### src/rtl/clk_div_array.sv
`default_nettype none
// ============================================================================
// Module   : clk_div_array
// Brief    : Multi-channel programmable clock divider with shadowed half-period
//            and phase, glitch-free ratio update and common realign pulse.
//            Define CLK_DIV_ARRAY_ODD_EN to enable odd ratios (2D+1).
// Revision : 1.0 - initial release
// ============================================================================
module clk_div_array #(
    parameter int CHANNELS  = 4,
    parameter int WIDTH     = 8,
    parameter int RESET_DIV = 6
) (
    input  logic                                                clk,
    input  logic                                                reset,
    input  logic [CHANNELS-1:0]                                 en,
    input  logic                                                sync_in,
    input  logic                                                load,
    input  logic [((CHANNELS > 1) ? $clog2(CHANNELS) : 1)-1:0]  load_ch,
    input  logic [WIDTH-1:0]                                    load_div,
    input  logic [WIDTH-1:0]                                    load_phase,
    input  logic                                                load_odd,
    output logic [CHANNELS-1:0]                                 clk_out,
    output logic [CHANNELS-1:0]                                 tick
);

    localparam int c_ch_w = (CHANNELS > 1) ? $clog2(CHANNELS) : 1;

    logic w_load_ok;
    logic w_odd_in;

    assign w_load_ok = load && (32'(load_ch) < 32'(CHANNELS));

`ifdef CLK_DIV_ARRAY_ODD_EN
    assign w_odd_in = load_odd;
`else
    logic w_unused_odd;
    assign w_unused_odd = load_odd;
    assign w_odd_in     = 1'b0;
`endif

    for (genvar i = 0; i < CHANNELS; i++) begin : g_ch
        logic [WIDTH-1:0] r_ds;
        logic [WIDTH-1:0] r_ps;
        logic             r_os;
        logic [WIDTH-1:0] r_da;
        logic             r_oa;
        logic [WIDTH-1:0] r_cnt;
        logic             r_out;
        logic             r_tick;

        logic             w_wr;
        logic [WIDTH-1:0] w_ds_nx;
        logic [WIDTH-1:0] w_ps_nx;
        logic             w_os_nx;
        logic [WIDTH-1:0] w_term;

        // Shadow write-through: a load in this cycle is what any copy sees.
        assign w_wr    = w_load_ok && (load_ch == c_ch_w'(i));
        assign w_ds_nx = w_wr ? load_div   : r_ds;
        assign w_ps_nx = w_wr ? load_phase : r_ps;
        assign w_os_nx = w_wr ? w_odd_in   : r_os;

        // Low half is stretched by the odd bit; only meaningful when r_da != 0.
        assign w_term = r_da - WIDTH'(1)
                      + (r_out ? {WIDTH{1'b0}} : {{(WIDTH-1){1'b0}}, r_oa});

        always_ff @(posedge clk or posedge reset) begin
            if (reset) begin
                r_ds   <= WIDTH'(RESET_DIV);
                r_ps   <= '0;
                r_os   <= 1'b0;
                r_da   <= WIDTH'(RESET_DIV);
                r_oa   <= 1'b0;
                r_cnt  <= '0;
                r_out  <= 1'b0;
                r_tick <= 1'b0;
            end else begin
                r_ds   <= w_ds_nx;
                r_ps   <= w_ps_nx;
                r_os   <= w_os_nx;
                r_tick <= 1'b0;
                if (!en[i] || sync_in) begin
                    r_da  <= w_ds_nx;
                    r_oa  <= w_os_nx;
                    r_cnt <= w_ps_nx;
                    r_out <= 1'b0;
                end else if (r_da == '0) begin
                    r_da  <= w_ds_nx;
                    r_oa  <= w_os_nx;
                    r_cnt <= '0;
                    r_out <= 1'b0;
                end else if (r_cnt >= w_term) begin
                    r_cnt <= '0;
                    r_out <= ~r_out;
                    // Rising toggle is the period boundary: adopt new ratio here.
                    if (!r_out) begin
                        r_da   <= w_ds_nx;
                        r_oa   <= w_os_nx;
                        r_tick <= 1'b1;
                    end
                end else begin
                    r_cnt <= r_cnt + WIDTH'(1);
                end
            end
        end

        assign clk_out[i] = r_out;
        assign tick[i]    = r_tick;
    end

endmodule
`default_nettype wire

### config.mk
export PLATFORM = sky130hd
export DESIGN_NAME = clk_div_array
export DESIGN_NICKNAME = d
export VERILOG_FILES = /design/src/rtl/clk_div_array.sv
export SDC_FILE = /design/constraint.sdc
export NUM_CORES = 1
export LEC_CHECK = 0
export CORE_AREA = 4 4 140 142
export CTS_CLUSTER_SIZE = 10
export DETAILED_ROUTE_END_ITERATION = 16
export DIE_AREA = 0 0 144 146
export RECOVER_POWER = 25
export SLEW_MARGIN = 20
export SYNTH_ARGS = -nofsm -noshare
export SYNTH_HDL_FRONTEND = slang
export SYNTH_SLANG_ARGS = --single-unit
### constraint.sdc
create_clock -name clk -period 14.3 [get_ports clk]
set_clock_uncertainty 0.15 [all_clocks]
set_input_delay 2.86 -clock clk [delete_from_list [all_inputs] [get_ports clk]]
set_output_delay 2.86 -clock clk [all_outputs]
set_load 0.02 [all_outputs]
==> results.md <==
- Run status: finished with violations
- Failing checks: max-capacitance violations, max-slew violations
- Hold Slack: about 330 ps
- Worst r2r src: g_ch[3].r_da[5]
- Initial antenna violation count: 0
- Port Buffers: 33
- Hold WC Path Type: reg -> reg
- Die area: approximately 0.021 sq mm
- Avg Vias per Cell: just over 5
- Ports: 35
- Mux cell area share after synthesis: 15.59%
- Die X-Extent: ~140 um
- Fin. Hold Viols: 0
- Slew margin rel.: -102.8%
- FF-to-FF End: g_ch[3].r_da[5]
- Reg2reg path depth: 9
- Hold path depth: 1
- Starting DRT DRC Count: 162
- Register area: ~0.0036 sq mm
- Core Region: between 0.015 and 0.02 sq mm
- Compound-Gate Fraction of Synth Area: under 10%
- Longest Clk Path Bufs: 2
- CTS tree: yes
- Share of cells above drive strength 1: approximately a quarter
- Most common cell after layout, fill and taps aside: dfrtp_1
- CP Launch Type: input pin
- Leakage power: ~0.0036 uW
- RSZ-0062 raised after global routing: no
- First-pass GRT wire length: ~24000 um
- Top FF cell, synth: dfrtp_1
- CP Class: in -> async
- Routed WL: approximately 15000 um
- R2R Setup Slk: around 11000 ps
- Final setup TNS: 0 ps
- Largest family of logic cells by synthesized area: multiplexers
- Max cap viols: 1
- DRC Markers: 0
- Top cell type's share of synthesized area: ~44%
- Latest clock arrival within the worst-skew pair: around 410 ps
- Fill count: ~1700
- Vert. Die Dim: ~150 um
- Synth Area in Adders: 7.623%
- Peak Freq: around 170 MHz
- Inserted Diodes: 0
- Worst Path Arrival: 6130 ps
- Slowest cell delay on critical path: around 1700 ps
- Worst setup path start: reset
- Max FO, Critical Path: 75
- CP endpoint kind: async pin
- Total track usage: 14.71%
- PD cells: approximately 170 mW/mm^2
- Crit path time final: around 6000 ps
- Site Rows: 50
- Hpwl dp: 10260 um
- TritonRoute pass-1 iters: 4
- Worst setup path end: g_ch[2].r_ds[3]
- Vias: between 4000 and 5000
- Hold bufs inserted after CTS: 0
- TritonCTS sink count: about 140
- Pwr Total: approximately 1500 uW
- Final setup violation count: 0
- Post-synth ARST share: 100.0%
- Post-synthesis simple-gate area fraction: 11.73%
- Synth warn: 0
- Worst-Margin Slew: around 3000 ps
- Final Util: 45.04%
- GP Congestion: about 0.83
- Final non-filler cell total: 883
- Commonest non-fill, non-tap cells in the layout: 128 x dfrtp_1, 94 x mux2_2, 44 x ha_1
- Largest net degree at the start of global routing: 76
- Slowest library cell on the worst path: clkinvlp_2
- Clock slew at reported path FFs: around 50 ps
- Xor-xnor portion of the synthesized cell area: 5.821%
- Yosys reg bits: 144
- EDFF count, synth: 0
- Starting Density: between 30% and 40%
- Placed cells: about 850
- Total CTS buffers: 17
- Mapped Nets: between 600 and 700
- Final net count: about 710
- Setup Buffers After CTS: 0
- CTS resizes: 0
- H-tree levels: 4
- Mapped Cells: 600
- Number of global-route vias before repair: approximately 4800
- Routed Antenna Nets: 0
- Mean Syn Cell Area: between 10 and 15 sq um
- VDD IR max: between 0.00009 and 0.0001 V
- GR Overflow Total: 0
- Max Slew Vio Count: slightly above 70
- Yosys top cell by area: dfrtp_1
- CP Cell Sequence: dlygate4sd3_1, clkinvlp_2, buf_4
- WL/cell: about 17 um
- Multi-input logic area: roughly 0.0034 sq mm
- Tcrit/Tclk final: between 40% and 50%
- Distinct cells, synth: 51
- Critical path required time: 14560 ps
- Ranking of synthesized cells by area: dfrtp_1 44%, mux2_2 15%, ha_1 7.6%, dfstp_2 5.8%, xor2_1 3.4%
- Area growth syn-to-layout: 15.09%
- Seq/Total Area, Yosys: 50.17%
- Synthesized area: between 0.007 and 0.008 sq mm
- Clock root cell: clkbuf_16
-- synthesized netlist by cell type, types with 7 or more instances --
master / number
a21oi_1: 7
and3_1: 10
buf_4: 9
dfrtp_1: 128
dfstp_2: 16
ha_1: 44
inv_1: 24
mux2_2: 95
nand2_1: 34
nand2b_1: 27
nand3_1: 18
nor2_1: 23
nor4_1: 10
o21ai_0: 33
o21ai_1: 8
xnor2_1: 20
xor2_1: 28
-- metrics by stage --
| stage | worst slack, ps | instance area [sq um] |
|---|---|---|
| 5_1_grt | 7782 | 8312 |
| 2_1_floorplan | 7450 | 7222 |
| 3_5_place_dp | 9047 | 7747 |
| 3_3_place_gp | 9076 | 7747 |
| 6_report | 8429 | 8312 |
| 4_1_cts | 9483 | 8320 |
-- area by class of cell --
type	count	share of cell area [%]
flip-flops and latches	144	43.59
multi-input cells	415	40.82
clock buffers	27	6.292
repair buffers	34	4.064
well taps	234	3.523
inverters	24	1.099
clock inverters	5	0.6021
-- how the worst min path moves through the flow --
stage                             from           end  slack (ps)
after floorplan           g_ch[1].r_os  g_ch[1].r_os         290
after global placement    g_ch[2].r_os  g_ch[2].r_os         310
after detailed placement  g_ch[2].r_os  g_ch[2].r_os         310
after CTS                 g_ch[2].r_os  g_ch[2].r_os         340
after global routing      g_ch[1].r_os  g_ch[1].r_os         350
final                     g_ch[2].r_os  g_ch[2].r_os         330
-- worst max-delay path, delay by kind of cell --
kind | cells | cell delay (ps)
buffers and inverters | 3 | 3180
-- cells by family (layout without fill, tap and decap cells) --
family                   after synthesis  after routing
adder cells (fa/ha/maj)               44             44
XOR/XNOR                              48             48
AND/OR/NAND/NOR                      152            152
flip-flops                           144            144
buffers and inverters                 41             90
multiplexers                         100            100
AO/OA/AOI/OAI                         71             71
-- power by group --
part           switching, uW  internal [uW]  total (uW)  leakage, uW
logic                    220            222         442      0.00157
clock network            158            266         424     0.000287
registers               78.6            510         589      0.00173
total                    456            998        1450      0.00359
-- per-layer routing --
| layer | wire [um] | up-vias | share of wire, % | global-route usage [%] |
|---|---|---|---|---|
| met5 | 0 | - | 0 | 0 |
| met4 | 128 | 0 | 0.88 | 3.296 |
| met3 | 569 | 12 | 3.9 | 3.845 |
| met2 | 6905 | 57 | 47 | 23.00 |
| met1 | 6982 | 2278 | 48 | 20.57 |
| li1 | - | 2172 | - | - |
-- flip-flops by register name (all words and copies together), names as in the netlist --
register,count
g_ch.r_ps,32
g_ch.r_os,4
g_ch.r_da,32
g_ch.r_tick,4
g_ch.r_oa,4
g_ch.r_cnt,32
g_ch.r_ds,32
g_ch.r_out,4
(Power assumes the default switching activity.)
